[config.mk]
export PLATFORM = sky130hd
export DESIGN_NAME = qr_index_sequencer
export DESIGN_NICKNAME = d
export VERILOG_FILES = /design/src/rtl/qr_pkg.sv /design/src/rtl/qr_bound_counter.sv /design/src/rtl/qr_index_sequencer.sv
export SDC_FILE = /design/constraint.sdc
export NUM_CORES = 1
export LEC_CHECK = 0
export ABC_AREA = 1
export CAP_MARGIN = 0
export CORE_ASPECT_RATIO = 0.8
export CORE_UTILIZATION = 54
export CTS_CLUSTER_DIAMETER = 200
export DETAILED_ROUTE_END_ITERATION = 8
export GPL_TIMING_DRIVEN = 0
export PLACE_DENSITY_LB_ADDON = 0.05
export SYNTH_ARGS = -nofsm -noshare
export SYNTH_HDL_FRONTEND = slang
export SYNTH_SLANG_ARGS = --single-unit
export TNS_END_PERCENT = 30
[constraint.sdc]
create_clock -name clk -period 3.15 [get_ports clk]
set_input_delay 0.315 -clock clk [delete_from_list [all_inputs] [get_ports clk]]
set_output_delay 0.315 -clock clk [all_outputs]
set_load 0.005 [all_outputs]
[src/rtl/qr_pkg.sv]
// Shared definitions for the QR index sequencer: the sweep state encoding and
// the default index width.
package qr_pkg;
  localparam int IDX_W_DEF = 4;

  typedef enum logic [1:0] {
    ST_IDLE = 2'd0,
    ST_RUN  = 2'd1,
    ST_DONE = 2'd2
  } state_t;
endpackage

[src/rtl/qr_bound_counter.sv]
// Loadable up-counter with an inclusive limit. A step at the limit reloads
// load_val, so the owner can supply a different reload value for each pass.
module qr_bound_counter #(
  parameter int W = 4
) (
  input  logic         clk,
  input  logic         reset,
  input  logic         load,
  input  logic         step,
  input  logic [W-1:0] load_val,
  input  logic [W-1:0] limit,
  output logic [W-1:0] value,
  output logic         wrap
);
  logic [W-1:0] value_q, value_d;

  assign wrap  = (value_q == limit);
  assign value = value_q;

  always_comb begin
    value_d = value_q;
    if (load)      value_d = load_val;
    else if (step) value_d = wrap ? load_val : value_q + W'(1);
  end

  always_ff @(posedge clk) begin
    if (reset) value_q <= '0;
    else        value_q <= value_d;
  end
endmodule

[src/rtl/qr_index_sequencer.sv]
// Issues (row, col) element indices for a QR sweep: column-major over the full
// matrix, or the strictly sub-diagonal elements in Givens-elimination order.
module qr_index_sequencer
  import qr_pkg::*;
#(
  parameter int IDX_W = IDX_W_DEF,
  parameter int CNT_W = 2 * IDX_W
) (
  input  logic             clk,
  input  logic             reset,
  input  logic             start,
  input  logic             abort,
  input  logic [IDX_W-1:0] n_rows,
  input  logic [IDX_W-1:0] n_cols,
  input  logic             tri_mode,
  input  logic             advance,
  output logic             idx_valid,
  output logic [IDX_W-1:0] row_idx,
  output logic [IDX_W-1:0] col_idx,
  output logic             last,
  output logic             busy,
  output logic             done,
  output logic [CNT_W-1:0] count
);
  state_t           state_q, state_d;
  logic             tri_q, tri_d;
  logic [IDX_W-1:0] r_lim_q, r_lim_d;
  logic [IDX_W-1:0] c_lim_q, c_lim_d;
  logic [CNT_W-1:0] count_q, count_d;

  logic             r_wrap, c_wrap, last_w, accept, start_go, empty;
  logic [IDX_W-1:0] m_minus1, tri_cols, r_load_val;

  assign m_minus1 = n_rows - IDX_W'(1);
  assign tri_cols = (n_cols < m_minus1) ? n_cols : m_minus1;
  assign empty    = (n_rows == '0) || (n_cols == '0) || (tri_mode && (n_rows <= IDX_W'(1)));
  assign start_go = (state_q == ST_IDLE) && start && !abort;
  assign accept   = (state_q == ST_RUN) && advance;
  assign last_w   = r_wrap && c_wrap;

  // Tri mode restarts each column just below the diagonal of the next column.
  assign r_load_val = start_go ? (tri_mode ? IDX_W'(1) : '0)
                               : (tri_q ? col_idx + IDX_W'(2) : '0);

  qr_bound_counter #(.W(IDX_W)) u_row (
    .clk      (clk),
    .reset    (reset),
    .load     (start_go),
    .step     (accept && !last_w),
    .load_val (r_load_val),
    .limit    (r_lim_q),
    .value    (row_idx),
    .wrap     (r_wrap)
  );

  qr_bound_counter #(.W(IDX_W)) u_col (
    .clk      (clk),
    .reset    (reset),
    .load     (start_go),
    .step     (accept && r_wrap && !last_w),
    .load_val ('0),
    .limit    (c_lim_q),
    .value    (col_idx),
    .wrap     (c_wrap)
  );

  always_comb begin
    state_d = state_q;
    tri_d   = tri_q;
    r_lim_d = r_lim_q;
    c_lim_d = c_lim_q;
    count_d = count_q;
    case (state_q)
      ST_IDLE: begin
        if (start_go) begin
          tri_d   = tri_mode;
          r_lim_d = m_minus1;
          c_lim_d = tri_mode ? tri_cols - IDX_W'(1) : n_cols - IDX_W'(1);
          count_d = '0;
          state_d = empty ? ST_DONE : ST_RUN;
        end
      end
      ST_RUN: begin
        if (accept) count_d = count_q + CNT_W'(1);
        if (abort)                  state_d = ST_IDLE;
        else if (accept && last_w)  state_d = ST_DONE;
      end
      ST_DONE: state_d = ST_IDLE;
      default: state_d = ST_IDLE;
    endcase
  end

  always_ff @(posedge clk) begin
    if (reset) begin
      state_q <= ST_IDLE;
      tri_q   <= 1'b0;
      r_lim_q <= '0;
      c_lim_q <= '0;
      count_q <= '0;
    end else begin
      state_q <= state_d;
      tri_q   <= tri_d;
      r_lim_q <= r_lim_d;
      c_lim_q <= c_lim_d;
      count_q <= count_d;
    end
  end

  assign idx_valid = (state_q == ST_RUN);
  assign busy      = (state_q == ST_RUN);
  assign done      = (state_q == ST_DONE);
  assign last      = idx_valid && last_w;
  assign count     = count_q;
endmodule

==> run summary <==
Hold depth: 2
DR iter-0 viols: 103
Reg2reg start: u_row.value[0]
Initial antenna violation count: 0
First-pass detailed-route iteration total: 4
Nets: 286
Initial Utilization: 57.6%
Worst R2R Setup Slack: 1.61 ns
CTS max path bufs: 2
Standard-cell rows: 17
LEAKAGE: 0.968 nW
Crit path max fanout: 6
Worst-Skew Late Latency: 0.27 ns
Period utilization: 86.0%
Unrepaired setup endpoints after global routing: no
Cell Area, Synth: 1620 um^2
PwrDens: 358 nW/um^2
CTS tree: built
Hold path startpoint: reset
Full die area: 3220 um^2
Most common cell in the synthesized netlist: nand2_1
CP endpoint kind: register
Peak supply drop: 0.228 mV
Yosys warning count: 0
Die width: 63.2 um
Avg Inst Size Synth: 7.19 um^2
Largest net degree at the start of global routing: 17
Layout area overhead: 25.8%
Slew headroom: 74.5%
Worst-path clk slew: 0.09 ns
Post-CTS setup repair buffer count: 0
Top cell type's share of synthesized area: 33.4%
Top cells by area, synth: dfxtp_1 33%, nand2_1 11%, ha_1 7.7%
Kind of critical path: in -> reg
I/O Buffers: 32
Total clock sinks: 27
Critical Path AT: 2.88 ns
Hold WC Path Type: in -> reg
Post-synth top cells: 47 x nand2_1, 28 x inv_1, 27 x dfxtp_1
Vias: 1,490
Vias in the first global route: 1,287
Setup Viol. Count Final: 0
Wire per inst: 10.6 um
CTS buffer count: 3
Remaining global-route overflow: 0
CTS resizes: 0
Post-synth EDFFs: 0
CTS Hold Buffers Added: 0
Hold EP: count[1]
Final worst path period need: 2.71 ns
Global-route wire length before repair: 5.59 mm
Synthesized Nets: 249
Post-DP HPWL: 2.54 mm
Cell taking the most area after synthesis: dfxtp_1
Synth Instances: 225
Post-synthesis cell type count: 34
Vias per cell: 4.98
WP data required: 3.32 ns
Share of flip-flops with an asynchronous set or reset: 0%
CTS root buf: clkbuf_8
Antenna Nets Post-Route: 0
Main synth FF type: dfxtp_1
Worst setup SP type: input port
Skew final: 0.00549 ns
N_diodes: 0
Tot GR Track Use: 21.8%
Reg-to-reg endpoint: u_row.value[0]
Core Area: 2810 um^2
Max Cap Violations: 0
Final wirelength: 3.16 mm
H-tree depth: 1
Worst Max-Slew Pin Slew: 0.382 ns
Seq cells post-synth: 27
Post-route DRC: 0
Run status: completed
GPL Wtd Cong: 0.789
Fill cells: 236
Post-synthesis sequential area ratio: 33.4%
Placed Area: 1990 um^2
Final Max Tran Viols: 0
Share of layout cells above drive strength 1: 8.81%
Fmax: 369 MHz
Chip height: 51.0 um
Post-layout instance area: 2030 um^2
Endpoints failing hold: 0
IO Pins: 34
Setup TNS: 0 ns
Worst reg2reg path depth: 8
-- cell families (layout without fill, tap and decap cells) --
| group | count (synthesis) | in the layout | synth area share (%) |
|---|---|---|---|
| fa+ha+maj | 10 | 10 | 7.73 |
| simple gates | 105 | 105 | 30.6 |
| xor+xnor | 13 | 13 | 7.04 |
| buf+inv | 33 | 69 | 8.43 |
| flops | 27 | 27 | 33.4 |
| compound gates | 37 | 37 | 12.8 |
-- registers in the layout, indices dropped and copies added, names as in the netlist --
register and count:
u_col.value 4, r_lim_q 4, u_row.value 4, count 8, state_q 2, c_lim_q 4, tri_q 1
-- cell type report --
cell class	instances	area (um^2)	area share [%]
multi-input cells	165	941	46.2
flip-flops and latches	27	541	26.6
repair buffers	32	320	15.7
inverters	29	109	5.35
well taps	38	47.5	2.34
clock buffers	3	41.3	2.03
plain buffers	4	27.5	1.35
clock inverters	1	7.51	0.369
-- worst max-delay path, stage by stage --
cell and delay [ns]:
clkdlybuf4s50_1 0.58, nor2_1 0.06, nand2_1 0.08, xor2_1 0.29
ha_1 0.31, nand2_1 0.06, inv_1 0.03, o21ai_1 0.29
nand2_1 0.15, nand2_1 0.08, nand2_1 0.10, ha_1 0.21
xnor2_1 0.12, o21ai_0 0.15, inv_1 0.05
-- worst max path at each step --
stage	start	to	slack (ns)	cells past startpoint
6_report	n_rows[0]	c_lim_q[2]	0.44	15
2_1_floorplan	n_rows[2]	c_lim_q[2]	1.04	14
4_1_cts	n_rows[0]	c_lim_q[2]	0.43	15
5_1_grt	n_rows[0]	c_lim_q[2]	0.05	15
3_5_place_dp	n_rows[0]	c_lim_q[2]	0.15	15
3_3_place_gp	n_rows[0]	c_lim_q[2]	0.20	14
-- report_power, final --
group	switching, W	total (W)	leakage, nW	internal (W)
sequential	0.0000115	0.000365	0.219	0.000353
clock	0.000106	0.000196	0.0217	0.0000896
combinational	0.0000975	0.000168	0.727	0.0000709
total	0.000215	0.000729	0.968	0.000514
-- layer usage --
| metal | track usage, % | vias to the layer above | wire length, um |
|---|---|---|---|
| li1 | - | 800 | - |
| met1 | 29.6 | 654 | 1660 |
| met2 | 36.6 | 34 | 1350 |
| met3 | 5.13 | 2 | 139 |
| met4 | 2.27 | 0 | 4 |
| met5 | 0 | - | 0 |
-- cell usage in the layout (no fill, tap or decap) --
cell             count
nand2_1             47
clkdlybuf4s50_1     32
inv_1               28
dfxtp_1             27
nor2_1              21
o21ai_0             15
a21oi_1             14
nand3_1             13
ha_1                10
xor2_1               9
and3_1               4
xnor2_1              4
nor2_2               4
nand2_2              3
nand4_1              3
clkbuf_8             3
nand2_4              2
nor3_2               2
nor3_1               2
o21ai_1              1
or2_0                1
a21oi_2              1
inv_2                1
clkbuf_1             1
nand3b_2             1
nand3_2              1
buf_2                1
buf_6                1
o21a_1               1
o31ai_1              1
o211ai_1             1
a22o_1               1
nor3b_1              1
o21bai_1             1
o21ai_2              1
buf_4                1
clkinvlp_4           1
-- stage by stage --
step / hold WS (ns) / power, W / cells / util, % / setup WS [ns]
6_report: 0.424 / 0.000729 / 299 / 72.5 / 0.442
5_1_grt: 0.462 / 0.000775 / 299 / 72.5 / 0.0471
4_1_cts: 0.422 / 0.000737 / 299 / 72.5 / 0.434
3_5_place_dp: 0.477 / 0.000542 / 295 / 70.7 / 0.149
3_3_place_gp: 0.465 / 0.000538 / 295 / 70.7 / 0.197
2_1_floorplan: 0.427 / 0.000485 / 225 / - / 1.04
(Power assumes the default switching activity.)
==> RTL change 1 (same flow settings) <==
Add an input register stage for `start`, `abort`, `n_rows`, `n_cols`, `tri_mode` and `advance`, without a reset; this delays them by one clock.
--- a/src/rtl/qr_index_sequencer.sv
+++ b/src/rtl/qr_index_sequencer.sv
@@ -23,4 +23,21 @@
   output logic [CNT_W-1:0] count
 );
+
+  logic start_q;
+  logic abort_q;
+  logic [IDX_W-1:0] n_rows_q;
+  logic [IDX_W-1:0] n_cols_q;
+  logic tri_mode_q;
+  logic advance_q;
+
+  always_ff @(posedge clk) begin
+    start_q    <= start;
+    abort_q    <= abort;
+    n_rows_q   <= n_rows;
+    n_cols_q   <= n_cols;
+    tri_mode_q <= tri_mode;
+    advance_q  <= advance;
+  end
+
   state_t           state_q, state_d;
   logic             tri_q, tri_d;
@@ -32,13 +49,13 @@
   logic [IDX_W-1:0] m_minus1, tri_cols, r_load_val;
 
-  assign m_minus1 = n_rows - IDX_W'(1);
-  assign tri_cols = (n_cols < m_minus1) ? n_cols : m_minus1;
-  assign empty    = (n_rows == '0) || (n_cols == '0) || (tri_mode && (n_rows <= IDX_W'(1)));
-  assign start_go = (state_q == ST_IDLE) && start && !abort;
-  assign accept   = (state_q == ST_RUN) && advance;
+  assign m_minus1 = n_rows_q - IDX_W'(1);
+  assign tri_cols = (n_cols_q < m_minus1) ? n_cols_q : m_minus1;
+  assign empty    = (n_rows_q == '0) || (n_cols_q == '0) || (tri_mode_q && (n_rows_q <= IDX_W'(1)));
+  assign start_go = (state_q == ST_IDLE) && start_q && !abort_q;
+  assign accept   = (state_q == ST_RUN) && advance_q;
   assign last_w   = r_wrap && c_wrap;
 
   // Tri mode restarts each column just below the diagonal of the next column.
-  assign r_load_val = start_go ? (tri_mode ? IDX_W'(1) : '0)
+  assign r_load_val = start_go ? (tri_mode_q ? IDX_W'(1) : '0)
                                : (tri_q ? col_idx + IDX_W'(2) : '0);
 
@@ -74,7 +91,7 @@
       ST_IDLE: begin
         if (start_go) begin
-          tri_d   = tri_mode;
+          tri_d   = tri_mode_q;
           r_lim_d = m_minus1;
-          c_lim_d = tri_mode ? tri_cols - IDX_W'(1) : n_cols - IDX_W'(1);
+          c_lim_d = tri_mode_q ? tri_cols - IDX_W'(1) : n_cols_q - IDX_W'(1);
           count_d = '0;
           state_d = empty ? ST_DONE : ST_RUN;
@@ -83,5 +100,5 @@
       ST_RUN: begin
         if (accept) count_d = count_q + CNT_W'(1);
-        if (abort)                  state_d = ST_IDLE;
+        if (abort_q)                  state_d = ST_IDLE;
         else if (accept && last_w)  state_d = ST_DONE;
       end
Behaviour: not the same (a bounded check fails within 4 cycles, from zero or initial values and one cycle with reset high).
==> RTL change 1 against the unedited design <==
Count of clock-buffer cells in the layout grew 3. Critical endpoint unchanged. Setup slack gained 190 ps. Cell area grew 16%. Global-route usage grew 0.56 points. Die area grew 15%. Largest cell class unchanged. Fmax grew 7.5%. Synthesized area grew 16%. Routed wire length grew 16%. Sequential cell count grew 12. Power grew 56%. Sequential power grew 46%. Sequential share of layout area grew 6.5 points.
==> RTL change 1: results (changes against the unedited design) <==
run status=finished, final reports clean; Non-clock buffers, area share=14.1% (-3.0 points); proportion of cell area occupied by multi-input gates=40.8% (-5.5 points); count of buffers not belonging to the clock network in the layout=34 (-5.6%); min Tclk post-route=2520 ps (-190 ps); largest net degree at the start of global routing=13 (-4); kind of start point of the critical path=flop; final cell area excluding filler cells=2360 um2 (+16%); standard cell area after detailed placement=2240 um2 (+13%); synthesized-area fraction occupied by xor and xnor cells=6.56% (-0.48 points); peak supply drop=0.000379 V (+66%); reported leakage power=1.08 nW (+12%); sequential cell count of the final layout=39 (+44%); adder-cell share of the synthesized area=6.69% (-1.0 points); Detailed Route Iter0 Violations=80 (-22%); area fraction of clock buffers and clock inverters=4.99% (+2.6 points); aggregate global-route resource usage=22.4% (+0.56 points); first-pass GRT wire length=5860 um (+4.8%); Worst Setup Slack post-DPL=684 ps (+536 ps); top area cells in the synthesized netlist=sky130_fd_sc_hd__dfxtp_1 (42%), sky130_fd_sc_hd__nand2_1 (11%), sky130_fd_sc_hd__ha_1 (6.7%); origin of the critical flop-to-flop path=n_rows_q[0]; setup clock skew after layout=5.04 ps (-0.449 ps); total of fill cells in the finished design=254 (+7.6%); Register-to-Register Setup Slack=630 ps (-980 ps); count of multi-input gates=174 (+5.5%); Data arrival, critical path=2710 ps (-170 ps); Worst R2R Path Depth=13 (+5); clock slew at reported path FFs=70 ps (-20 ps); Wirelength per Cell=11.2 um (+6.4%); Syn Nets=270 (+8.4%); level count of the clock H-tree=2 (+1); number of clock-tree buffers in the layout=6 (+3); distinct cell type count of the synthesized netlist=27 (-21%); Total Nets Final=309 (+8.0%); insertion delay of the later-clocked pin in the worst-skew pair=290 ps (+20 ps); critical path fanouts, max=5 (-1); Rel. slew slack=70.0% (-4.6 points); cell types with the highest counts after synthesis=sky130_fd_sc_hd__nand2_1 (57), sky130_fd_sc_hd__dfxtp_1 (39), sky130_fd_sc_hd__inv_1 (27), sky130_fd_sc_hd__nor2_1 (21), sky130_fd_sc_hd__nand3_1 (18)
[RTL change 1: cell count changes after synthesis, sizes merged, moves of 2 or more]
cell and delta:
a31oi +2, and3 -3, buf -2, dfxtp +12, inv +2, nand2 +8, nand3 +5, nor3 +2
o21ai -4, xnor2 +2
[RTL change 1: layer usage]
metal | share of wire (%) | vias up | GRT usage, %
met4 | 1.6 | 0 | 11.8
li1 | - | 873 | -
met1 | 49 | 712 | 28.1
met2 | 45 | 36 | 35.1
met3 | 3.9 | 6 | 6.25
met5 | 0 | - | 0
[RTL change 1: report_power, final]
part	switching, mW	internal, mW
Sequential	0.0190	0.515
Combinational	0.103	0.0746
Clock	0.167	0.256
Total	0.289	0.846
[RTL change 1: metrics by stage]
step / std cells / hold slack, ps
finish: 326 / 379
global route: 326 / 393
CTS: 326 / 397
detailed placement: 318 / 467
global placement: 318 / 460
floorplan: 246 / 343
==> RTL change 2 (same flow settings) <==
Made on the original files. Set the package constant `IDX_W_DEF` to 6 (it was 4).
--- a/src/rtl/qr_pkg.sv
+++ b/src/rtl/qr_pkg.sv
@@ -2,5 +2,5 @@
 // the default index width.
 package qr_pkg;
-  localparam int IDX_W_DEF = 4;
+  localparam int IDX_W_DEF = 6;
 
   typedef enum logic [1:0] {
Interface: changed (5 resized); port bits go from 34 to 46. No check against the original RTL was run, so the function may have changed too.
==> RTL change 2 against the unedited design <==
Cell area grew 53%. Setup slack got worse by 120 ps. Combinational power rose by 65%. Register-to-register slack worse by 460 ps. Count of clock-buffer cells in the layout is 3 higher. Synthesized area rose by 54%. Sequential power is 44% higher. Critical path type unchanged. Sequential cell count is 12 higher. Power is 66% higher. Highest routed layer unchanged. Final cell count rose by 56%. Routed wire length is 93% higher. Largest power group unchanged.
==> RTL change 2: results (changes against the unedited design) <==
standard cell area after detailed placement=3000 um2 (+51%); setup clock skew after layout=8.31 ps (+2.82 ps); Syn Nets=386 (+55%); number of buffers added by the clock tree synthesis step=5 (+2); aggregate global-route resource usage=27.4% (+5.5 points); instance count after placement with tap cells included=458 (+55%); Worst Setup Slack post-DPL=-372 ps (-520 ps); cell types with the highest counts after synthesis=sky130_fd_sc_hd__inv_1 (56), sky130_fd_sc_hd__nand2_1 (49), sky130_fd_sc_hd__nor2_1 (44), sky130_fd_sc_hd__dfxtp_1 (39), sky130_fd_sc_hd__o21ai_0 (25); input/output buffers=44 (+38%); run status=finished, final reports clean; fraction of final layout cells sized beyond drive strength 1=11.8% (+3.0 points); synthesized-area fraction occupied by xor and xnor cells=3.52% (-3.5 points); first-pass GRT wire length=10500 um (+89%); Largest register FFs=12 (+4); Detailed Route Iter0 Violations=129 (+25%); peak supply drop=0.000333 V (+46%); Seq/Total Area, Yosys=31.4% (-2.1 points); distinct cell type count of the synthesized netlist=39 (+15%); top area cells in the synthesized netlist=sky130_fd_sc_hd__dfxtp_1 (31%), sky130_fd_sc_hd__inv_1 (8.4%), sky130_fd_sc_hd__nand2_1 (7.4%); insertion delay of the later-clocked pin in the worst-skew pair=300 ps (+30 ps); reported leakage power=1.30 nW (+35%); Total Nets Final=437 (+53%); Data arrival, critical path=3020 ps (+140 ps); GPL Wtd Cong=0.843 (+6.9%); largest net degree at the start of global routing=12 (-5); critical path fanouts, max=9 (+3); count of non-filler cells in the finished layout=465 (+56%); final WL=6090 um (+93%); complex-gate fraction of the synthesized area=16.3% (+3.5 points)
[RTL change 2: worst paths after layout]
check / slack (ps) / endpoint / from / cells past startpoint
worst max-delay path: 320 / c_lim_q[2] / n_rows[1] / 19
worst max register to register: 1150 / r_lim_q[3] / state_q[0] / 7
worst min-delay path: 400 / state_q[0] / reset / 2
worst min register to register: 470 / count[8] / count[8] / 1
[RTL change 2: layout make-up]
cell class | instances | area (um2)
Multi-Input combinational cell | 252 | 1460
Fill cell | 365 | 1190
Sequential cell | 39 | 781
Timing Repair Buffer | 44 | 443
Inverter | 61 | 229
Clock buffer | 6 | 72.6
Tap cell | 57 | 71.3
Clock inverter | 1 | 30.0
Buffer | 5 | 23.8
[RTL change 2: power groups by stage]
stage	combinational [mW]	clock [mW]	sequential [mW]
6_report	0.278	0.407	0.526
5_1_grt	0.317	0.430	0.528
4_1_cts	0.279	0.407	0.525
3_5_place_dp	0.275	0	0.537
3_3_place_gp	0.268	0	0.537
2_1_floorplan	0.187	0	0.534
[RTL change 2: timing repair]
action	in CTS	in global routing
endpoints found under the setup margin	2	3
gates cloned	0	0
gates resized for setup	1	1
[RTL change 2: per-layer routing]
metal  global-route usage [%]  part of all wire [%]  up-vias
li1                         -                     -     1274
met1                     36.8                    46     1117
met2                     43.4                    43       81
met3                     6.13                   9.2       13
met4                     9.03                   1.5        0
met5                        0                     0        -
[RTL change 2: worst max-delay path, stage by stage]
cell and delay [ps]:
sky130_fd_sc_hd__clkdlybuf4s50_1 480, sky130_fd_sc_hd__inv_1 90, sky130_fd_sc_hd__ha_1 280, sky130_fd_sc_hd__xnor2_2 260, sky130_fd_sc_hd__ha_1 280, sky130_fd_sc_hd__nand2_1 60, sky130_fd_sc_hd__nand2_1 50, sky130_fd_sc_hd__nand2_1 60
sky130_fd_sc_hd__nand2_2 50, sky130_fd_sc_hd__nand2_2 60, sky130_fd_sc_hd__nand2_4 80, sky130_fd_sc_hd__nand2_8 110, sky130_fd_sc_hd__nand2_2 80, sky130_fd_sc_hd__o21ai_4 100, sky130_fd_sc_hd__inv_1 70, sky130_fd_sc_hd__ha_1 230
sky130_fd_sc_hd__xnor2_1 130, sky130_fd_sc_hd__o21ai_0 160, sky130_fd_sc_hd__inv_1 50
[RTL change 2: logic make-up after synthesis]
logic type                 Yosys count
AOI/OAI and AO/OA                   69
and+or+nand+nor                    162
DFF                                 39
adders and majority gates           11
xor gates and xnor gates            10
buffers and inverters               66
